===== src/rtl/styler_pkg.sv =====
`default_nettype none
// ============================================================================
// Module   : styler_pkg
// Purpose  : Shared types and constants for the styler scan-out path.
//            CELL_W  - width of one styled character-cell row (pixels)
//            SCAN_W  - width of the scanline index inside a cell
//            fetch_state_e - fetch handshake state
//            tag_t   - start-of-line / start-of-frame markers carried with
//                      each fetched word
// Revision : 1.0 - initial release
// ============================================================================
package styler_pkg;

  localparam int CELL_W = 16;
  localparam int SCAN_W = 4;

  typedef enum logic [0:0] {
    IDLE = 1'b0,
    REQ  = 1'b1
  } fetch_state_e;

  typedef struct packed {
    logic sol;
    logic sof;
  } tag_t;

endpackage
`default_nettype wire


===== src/rtl/styler_pixel_shift.sv =====
`default_nettype none
// ============================================================================
// Module   : styler_pixel_shift
// Purpose  : One-word holding register in front of a 16-bit MSB-first
//            shifter, presenting pixels on a ready/valid stream.
// Ports    : clk, rstN        - clock, asynchronous active-low reset
//            flush_i          - empty both registers
//            load_i           - a fetched word (data_i/tag_i) arrives
//            data_i, tag_i    - fetched word and its SOL/SOF tags
//            pixelReady       - sink accepts the current pixel
//            pixel, pixelSol, pixelSof, pixelValid - output stream
//            hold_full_o      - holding register occupied
//            starve_o         - last bit leaves with nothing to follow
// Revision : 1.0 - initial release
// ============================================================================
module styler_pixel_shift
  import styler_pkg::*;
(
  input  logic              clk,
  input  logic              rstN,
  input  logic              flush_i,
  input  logic              load_i,
  input  logic [CELL_W-1:0] data_i,
  input  tag_t              tag_i,
  input  logic              pixelReady,
  output logic              pixel,
  output logic              pixelSol,
  output logic              pixelSof,
  output logic              pixelValid,
  output logic              hold_full_o,
  output logic              starve_o
);

  localparam int CNT_W = $clog2(CELL_W);

  logic [CELL_W-1:0] shift_q, shift_d;
  logic [CNT_W-1:0]  cnt_q, cnt_d;
  logic              shift_vld_q, shift_vld_d;
  tag_t              shift_tag_q, shift_tag_d;
  logic [CELL_W-1:0] hold_q, hold_d;
  tag_t              hold_tag_q, hold_tag_d;
  logic              hold_vld_q, hold_vld_d;

  logic w_accept;
  logic w_last;
  logic w_free;
  logic w_direct;

  assign w_accept = shift_vld_q & pixelReady;
  assign w_last   = w_accept & (cnt_q == '0);
  // Shifter can take a new word this cycle: empty, or its last bit is leaving.
  assign w_free   = ~shift_vld_q | w_last;
  // Fetched word bypasses holding only when nothing is queued ahead of it.
  assign w_direct = load_i & w_free & ~hold_vld_q;

  always_comb begin
    shift_d     = shift_q;
    cnt_d       = cnt_q;
    shift_vld_d = shift_vld_q;
    shift_tag_d = shift_tag_q;
    hold_d      = hold_q;
    hold_tag_d  = hold_tag_q;
    hold_vld_d  = hold_vld_q;

    if (flush_i) begin
      shift_vld_d = 1'b0;
      shift_tag_d = '0;
      hold_vld_d  = 1'b0;
    end else begin
      if (w_free) begin
        if (hold_vld_q) begin
          shift_d     = hold_q;
          shift_tag_d = hold_tag_q;
          cnt_d       = '1;
          shift_vld_d = 1'b1;
          hold_vld_d  = 1'b0;
        end else if (load_i) begin
          shift_d     = data_i;
          shift_tag_d = tag_i;
          cnt_d       = '1;
          shift_vld_d = 1'b1;
        end else begin
          shift_vld_d = 1'b0;
          shift_tag_d = '0;
        end
      end else if (w_accept) begin
        shift_d     = {shift_q[CELL_W-2:0], 1'b0};
        cnt_d       = cnt_q - CNT_W'(1);
        // Tags mark only the leftmost pixel of a word.
        shift_tag_d = '0;
      end

      // Same-cycle holding->shifter transfer and new arrival: the new word
      // refills holding, so nothing is lost.
      if (load_i && !w_direct) begin
        hold_d     = data_i;
        hold_tag_d = tag_i;
        hold_vld_d = 1'b1;
      end
    end
  end

  always_ff @(posedge clk or negedge rstN) begin
    if (!rstN) begin
      shift_q     <= '0;
      cnt_q       <= '0;
      shift_vld_q <= 1'b0;
      shift_tag_q <= '0;
      hold_q      <= '0;
      hold_tag_q  <= '0;
      hold_vld_q  <= 1'b0;
    end else begin
      shift_q     <= shift_d;
      cnt_q       <= cnt_d;
      shift_vld_q <= shift_vld_d;
      shift_tag_q <= shift_tag_d;
      hold_q      <= hold_d;
      hold_tag_q  <= hold_tag_d;
      hold_vld_q  <= hold_vld_d;
    end
  end

  assign pixelValid  = shift_vld_q;
  assign pixel       = shift_vld_q & shift_q[CELL_W-1];
  assign pixelSol    = shift_vld_q & shift_tag_q.sol;
  assign pixelSof    = shift_vld_q & shift_tag_q.sof;
  assign hold_full_o = hold_vld_q;
  assign starve_o    = w_last & ~hold_vld_q & ~load_i;

endmodule
`default_nettype wire


===== src/rtl/styler_scanout.sv =====
`default_nettype none
// ============================================================================
// Module   : styler_scanout
// Purpose  : Walks character cells (column, scanline, row), fetches one
//            styled 16-bit row per cell and streams it out MSB-first.
//            Also generates the per-frame faint/blink/cursor phases.
// Ports    : clk, rstN     - clock, asynchronous active-low reset
//            run           - 1 = scan, 0 = flush to (0,0,0) and stop
//            fetchReq/fetchAck, fetchCol, fetchRow, scanlineOut,
//            styledBitmap  - cell fetch handshake towards the styler
//            faintPhase, blinkPhase, cursorPhase - frame phases
//            pixel, pixelSol, pixelSof, pixelValid, pixelReady - stream
//            underrun      - sticky: stream ran dry mid-frame while running
// Revision : 1.0 - initial release
// ============================================================================
module styler_scanout
  import styler_pkg::*;
#(
  parameter int COLS       = 80,
  parameter int ROWS       = 25,
  parameter int BLINK_DIV  = 32,
  parameter int CURSOR_DIV = 16
) (
  input  logic                     clk,
  input  logic                     rstN,
  input  logic                     run,
  output logic                     fetchReq,
  output logic [$clog2(COLS)-1:0]  fetchCol,
  output logic [$clog2(ROWS)-1:0]  fetchRow,
  output logic [SCAN_W-1:0]        scanlineOut,
  input  logic                     fetchAck,
  input  logic [CELL_W-1:0]        styledBitmap,
  output logic                     faintPhase,
  output logic                     blinkPhase,
  output logic                     cursorPhase,
  output logic                     pixel,
  output logic                     pixelSol,
  output logic                     pixelSof,
  output logic                     pixelValid,
  input  logic                     pixelReady,
  output logic                     underrun
);

  localparam int COL_W    = $clog2(COLS);
  localparam int ROW_W    = $clog2(ROWS);
  localparam int BLINK_W  = (BLINK_DIV  > 1) ? $clog2(BLINK_DIV)  : 1;
  localparam int CURSOR_W = (CURSOR_DIV > 1) ? $clog2(CURSOR_DIV) : 1;

  localparam logic [COL_W-1:0]    COL_LAST    = COL_W'(COLS - 1);
  localparam logic [ROW_W-1:0]    ROW_LAST    = ROW_W'(ROWS - 1);
  localparam logic [BLINK_W-1:0]  BLINK_LAST  = BLINK_W'(BLINK_DIV - 1);
  localparam logic [CURSOR_W-1:0] CURSOR_LAST = CURSOR_W'(CURSOR_DIV - 1);

  fetch_state_e        state_q, state_d;
  logic [COL_W-1:0]    col_q, col_d;
  logic [SCAN_W-1:0]   scan_q, scan_d;
  logic [ROW_W-1:0]    row_q, row_d;
  logic                faint_q, faint_d;
  logic                blink_q, blink_d;
  logic                cursor_q, cursor_d;
  logic [BLINK_W-1:0]  blink_cnt_q, blink_cnt_d;
  logic [CURSOR_W-1:0] cursor_cnt_q, cursor_cnt_d;
  logic                underrun_q, underrun_d;

  logic w_hold_full;
  logic w_starve;
  logic w_ack;
  logic w_take;
  logic w_pos_zero;
  logic w_frame_wrap;
  tag_t w_tag;

  // Acks that arrive after run dropped complete the handshake but the data
  // is thrown away.
  assign w_ack        = (state_q == REQ) & fetchAck;
  assign w_take       = w_ack & run;
  assign w_pos_zero   = (col_q == '0) & (scan_q == '0) & (row_q == '0);
  assign w_frame_wrap = w_take & (col_q == COL_LAST) & (scan_q == '1) & (row_q == ROW_LAST);
  assign w_tag.sol    = (col_q == '0);
  assign w_tag.sof    = w_pos_zero;

  // Fetch handshake
  always_comb begin
    state_d  = state_q;
    fetchReq = 1'b0;
    case (state_q)
      IDLE: if (run && !w_hold_full) state_d = REQ;
      REQ: begin
        fetchReq = 1'b1;
        if (fetchAck) state_d = IDLE;
      end
    endcase
  end

  // Cell position; frozen while a request is outstanding.
  always_comb begin
    col_d  = col_q;
    scan_d = scan_q;
    row_d  = row_q;
    if (!run && (state_q == IDLE || w_ack)) begin
      col_d  = '0;
      scan_d = '0;
      row_d  = '0;
    end else if (w_take) begin
      if (col_q == COL_LAST) begin
        col_d = '0;
        if (scan_q == '1) begin
          scan_d = '0;
          row_d  = (row_q == ROW_LAST) ? '0 : row_q + ROW_W'(1);
        end else begin
          scan_d = scan_q + SCAN_W'(1);
        end
      end else begin
        col_d = col_q + COL_W'(1);
      end
    end
  end

  // Frame phases and underrun flag
  always_comb begin
    faint_d      = faint_q ^ w_frame_wrap;
    blink_d      = blink_q;
    cursor_d     = cursor_q;
    blink_cnt_d  = blink_cnt_q;
    cursor_cnt_d = cursor_cnt_q;
    underrun_d   = underrun_q;

    if (w_frame_wrap) begin
      if (blink_cnt_q == BLINK_LAST) begin
        blink_cnt_d = '0;
        blink_d     = ~blink_q;
      end else begin
        blink_cnt_d = blink_cnt_q + BLINK_W'(1);
      end
      if (cursor_cnt_q == CURSOR_LAST) begin
        cursor_cnt_d = '0;
        cursor_d     = ~cursor_q;
      end else begin
        cursor_cnt_d = cursor_cnt_q + CURSOR_W'(1);
      end
    end

    // Running dry just before a frame start is a normal gap, not an underrun.
    if (!run) begin
      underrun_d = 1'b0;
    end else if (w_starve && !w_pos_zero) begin
      underrun_d = 1'b1;
    end
  end

  always_ff @(posedge clk or negedge rstN) begin
    if (!rstN) begin
      state_q      <= IDLE;
      col_q        <= '0;
      scan_q       <= '0;
      row_q        <= '0;
      faint_q      <= 1'b0;
      blink_q      <= 1'b0;
      cursor_q     <= 1'b0;
      blink_cnt_q  <= '0;
      cursor_cnt_q <= '0;
      underrun_q   <= 1'b0;
    end else begin
      state_q      <= state_d;
      col_q        <= col_d;
      scan_q       <= scan_d;
      row_q        <= row_d;
      faint_q      <= faint_d;
      blink_q      <= blink_d;
      cursor_q     <= cursor_d;
      blink_cnt_q  <= blink_cnt_d;
      cursor_cnt_q <= cursor_cnt_d;
      underrun_q   <= underrun_d;
    end
  end

  assign fetchCol    = col_q;
  assign fetchRow    = row_q;
  assign scanlineOut = scan_q;
  assign faintPhase  = faint_q;
  assign blinkPhase  = blink_q;
  assign cursorPhase = cursor_q;
  assign underrun    = underrun_q;

  styler_pixel_shift u_shift (
    .clk         (clk),
    .rstN        (rstN),
    .flush_i     (~run),
    .load_i      (w_take),
    .data_i      (styledBitmap),
    .tag_i       (w_tag),
    .pixelReady  (pixelReady),
    .pixel       (pixel),
    .pixelSol    (pixelSol),
    .pixelSof    (pixelSof),
    .pixelValid  (pixelValid),
    .hold_full_o (w_hold_full),
    .starve_o    (w_starve)
  );

endmodule
`default_nettype wire


===== config.mk =====
export PLATFORM = sky130hd
export DESIGN_NAME = styler_scanout
export DESIGN_NICKNAME = d
export VERILOG_FILES = /design/src/rtl/styler_pkg.sv /design/src/rtl/styler_pixel_shift.sv /design/src/rtl/styler_scanout.sv
export SDC_FILE = /design/constraint.sdc
export NUM_CORES = 1
export LEC_CHECK = 0
export ABC_AREA = 1
export CAP_MARGIN = 10
export CORE_MARGIN = 4
export CORE_UTILIZATION = 35
export DETAILED_ROUTE_END_ITERATION = 8
export GPL_TIMING_DRIVEN = 0
export REMOVE_ABC_BUFFERS = 1
export SETUP_SLACK_MARGIN = 0.3
export SLEW_MARGIN = 20
export SYNTH_ARGS = -nofsm -noshare
export SYNTH_HDL_FRONTEND = slang
export SYNTH_SLANG_ARGS = --single-unit

===== constraint.sdc =====
create_clock -name clk -period 2.2 [get_ports clk]
set_input_delay 0.55 -clock clk [delete_from_list [all_inputs] [get_ports clk]]
set_output_delay 0.55 -clock clk [all_outputs]
set_load 0.01 [all_outputs]

==> results by group <==
Logic synthesis
  • Synth area leaders: dfrtp_1 (46%), nand2_1 (21%), o21ai_0 (5.8%), inv_1 (5.2%), nand3_1 (3.6%)
  • Synthesized netlist cell count: 526
  • Syn_area_per_cell: ~7.4 sq um
  • Syn Std Cell Area: 0.00391 sq mm
  • Most frequent cells after synthesis: nand2_1 (215), dfrtp_1 (72), inv_1 (54)
  • Post-synth ARST share: 100%
  • Dominant synthesized flop cell: dfrtp_1
  • Yosys reg bits: 72
  • Top-count cell post-synth: nand2_1
  • Yosys top cell area share: 46.1%
  • Post-synth top area cell: dfrtp_1
  • Synth cell types: 29
  • Synthesis Warnings: 0
  • EDFF count, synth: 0
  • Sequential element share of the synthesized area: 46.1%

Routing
  • Met3 routed WL: 341 um
  • DRT Pass-1 Iters: 4
  • Total number of vias: 3445
  • Highest metal used: met4
  • Post-Route WL: around 9100 um
  • Post-route ant nets: 0
  • Vias per cell: about 4.7
  • Initial DRC count: 154
  • Wirelength per Cell: around 12 um
  • Metal-1 WL: between 4000 and 5000 um
  • Remaining DRCs: 0
  • Routed wl met2: 4380 um

STA
  • Post-route clock period utilization: 84.1%
  • Slew HR: 70.5%
  • Setup violators final: 0
  • Final hold vios: 0
  • Final Skew: 0.0113 ns
  • RSZ-0062 raised after global routing: yes
  • Smallest hold slack: 0.128 ns
  • Final worst slack: 0.349 ns
  • Tightest Pin Transition: 0.443 ns
  • Max Clk Rate: around 540 MHz
  • Setup TNS: 0 ns
  • Fin. max-slew vios: 0
  • Tmin final: 1.85 ns

Clock network
  • Clock transition at path regs: 0.09 ns
  • Deepest clock path buffer count: 2
  • Cts hold-fix bufs: 0
  • Clock H-tree levels: 3
  • CTS root buf: clkbuf_8
  • CTS tree: built
  • Number of CTS-inserted buffers: 9
  • Clock latency on the worst-skew pair: 0.35 ns
  • CTS sink cnt: 72

Pwr
  • PwrDens: 828 mW/mm^2
  • Leak Pwr: between 2 and 3 nW
  • Final Power: 4.00 mW
  • Max VDD drop: around 0.00047 V

GRT
  • Initial antenna violation count: 0
  • GRT Total Usage: between 10 and 15%
  • Pin count of the biggest net entering global routing: 43
  • Vias in the first global route: 3477
  • Grt ovf: 0
  • First-pass GRT wire length: 15600 um

Die
  • Die Width: approximately 110 um
  • CORE AREA: 0.0109 sq mm
  • # rows: 38
  • Die height: 114 um
  • Die area: 0.0129 sq mm
  • Initial Util: 35.9%
  • # IOs: 46

Worst setup path
  • CP peak stage delay: 0.56 ns
  • Worst Path Buf+Inv: 1
  • Slowest library cell on the worst path: clkdlybuf4s50_1
  • Reg-to-reg slack, setup: 0.45 ns
  • Critical Path RT: 1.65 ns
  • Crit path DAT: roughly 1.3 ns
  • Delay-heaviest family, CP: buffers and inverters
  • Crit-path cells: clkdlybuf4s50_1
  • Worst setup path category: register to primary output
  • Worst Setup End Kind: primary output
  • Setup crit start kind: register
  • Worst Path Max Fanout: 3

Layout
  • Register area: ~0.0018 sq mm
  • Ant diodes: 0
  • Layout cell share with drive strength beyond 1: 11.4%
  • Footprint of the multi-input gates: 0.00181 sq mm
  • Synth-to-layout area growth: 23.6%
  • Fillers: 1100
  • # nets final: 621

Run
  • Max cap viols: 0

Status
  • Status: complete, no violations

Place
  • Hpwl dp: roughly 5800 um
  • Setup WS pre-CTS: -0.532 ns
  • Placer Congestion: between 0.8 and 0.9
  • IO buf count: 45

Hold path
  • Hold WC Path Type: input port to asynchronous set/reset pin
flip-flops by register name, summed over array words and instances, names as in the netlist:
signal,flops
fetchCol,7
u_shift.shift_tag_q,2
scanlineOut,4
u_shift.hold_q,16
fetchRow,5
cursor_cnt_q,4
u_shift.hold_full_o,1
state_q,1
underrun,1
u_shift.cnt_q,4
blinkPhase,1
cursorPhase,1
u_shift.hold_tag_q,2
u_shift.shift_q,16
faintPhase,1
blink_cnt_q,5
u_shift.pixelValid,1
cells by family after synthesis:
| family | share of synthesized area [%] |
|---|---|
| and+or+nand+nor | 31.5 |
| adders and majority gates | 3.52 |
| AOI/OAI and AO/OA | 8.41 |
| DFF | 46.1 |
| xor gates and xnor gates | 1.79 |
| buffers and inverters | 8.70 |
timing repair:
action	CTS	global route
buffers inserted	15	6
cloned	2	0
endpoints found under the setup margin	77	54
pin swaps	2	2
resized for setup	20	11
endpoints found under the hold margin	0	0
through the flow:
stage	area, sq um	utilization, %	instances
floorplan	3780	-	509
global placement	4410	40.5	694
detailed placement	4430	40.6	695
CTS	4760	43.7	728
global route	4840	44.4	734
finish	4840	44.4	734
routing by layer:
metal,vias up,global-route usage [%]
met5,-,0
met4,0,3.69
met3,6,3.98
met2,59,25.0
met1,1600,18.3
li1,1780,-
cells in the final DEF (no fill, tap or decap), types with 2 or more instances in the layout:
cell / count
a21oi_1: 4
buf_4: 22
clkbuf_8: 9
clkdlybuf4s50_1: 34
clkinvlp_4: 3
dfrtp_1: 63
dfrtp_2: 8
dlygate4sd2_1: 6
dlymetal6s2s_1: 4
ha_1: 11
inv_1: 53
inv_4: 2
inv_6: 3
nand2_1: 213
nand2_2: 5
nand2_4: 2
nand3_1: 27
nand3b_1: 2
nand4_1: 10
nor2_1: 33
nor2_2: 2
nor2_4: 2
nor3_1: 2
o21ai_0: 45
o21ai_1: 7
o21ai_2: 3
o31ai_1: 2
xnor2_1: 3
xor2_1: 5
path summary, 6_finish.rpt:
path,start,end,cells past startpoint
setup / recovery,cursorPhase,cursorPhase,1
hold / removal,rstN,u_shift.shift_q[15],1
setup reg to reg,fetchCol[1],fetchRow[3],9
hold reg to reg,u_shift.hold_tag_q[1],u_shift.hold_tag_q[1],2
max in group asynchronous,rstN,fetchRow[4],2
min in group clk,u_shift.hold_tag_q[1],u_shift.hold_tag_q[1],2
layout make-up:
class | count | area share [%]
Sequential cell | 72 | 37.5
Timing Repair Buffer | 67 | 13.0
Clock inverter | 7 | 1.35
Clock buffer | 9 | 2.56
Tap cell | 140 | 3.62
Inverter | 56 | 4.45
Multi-Input combinational cell | 383 | 37.5
power breakdown:
group / switching, mW / total [mW] / internal [mW]
clock network: 0.559 / 0.989 / 0.430
registers: 0.214 / 1.87 / 1.65
logic: 0.630 / 1.15 / 0.518
(Power assumes the default switching activity.)
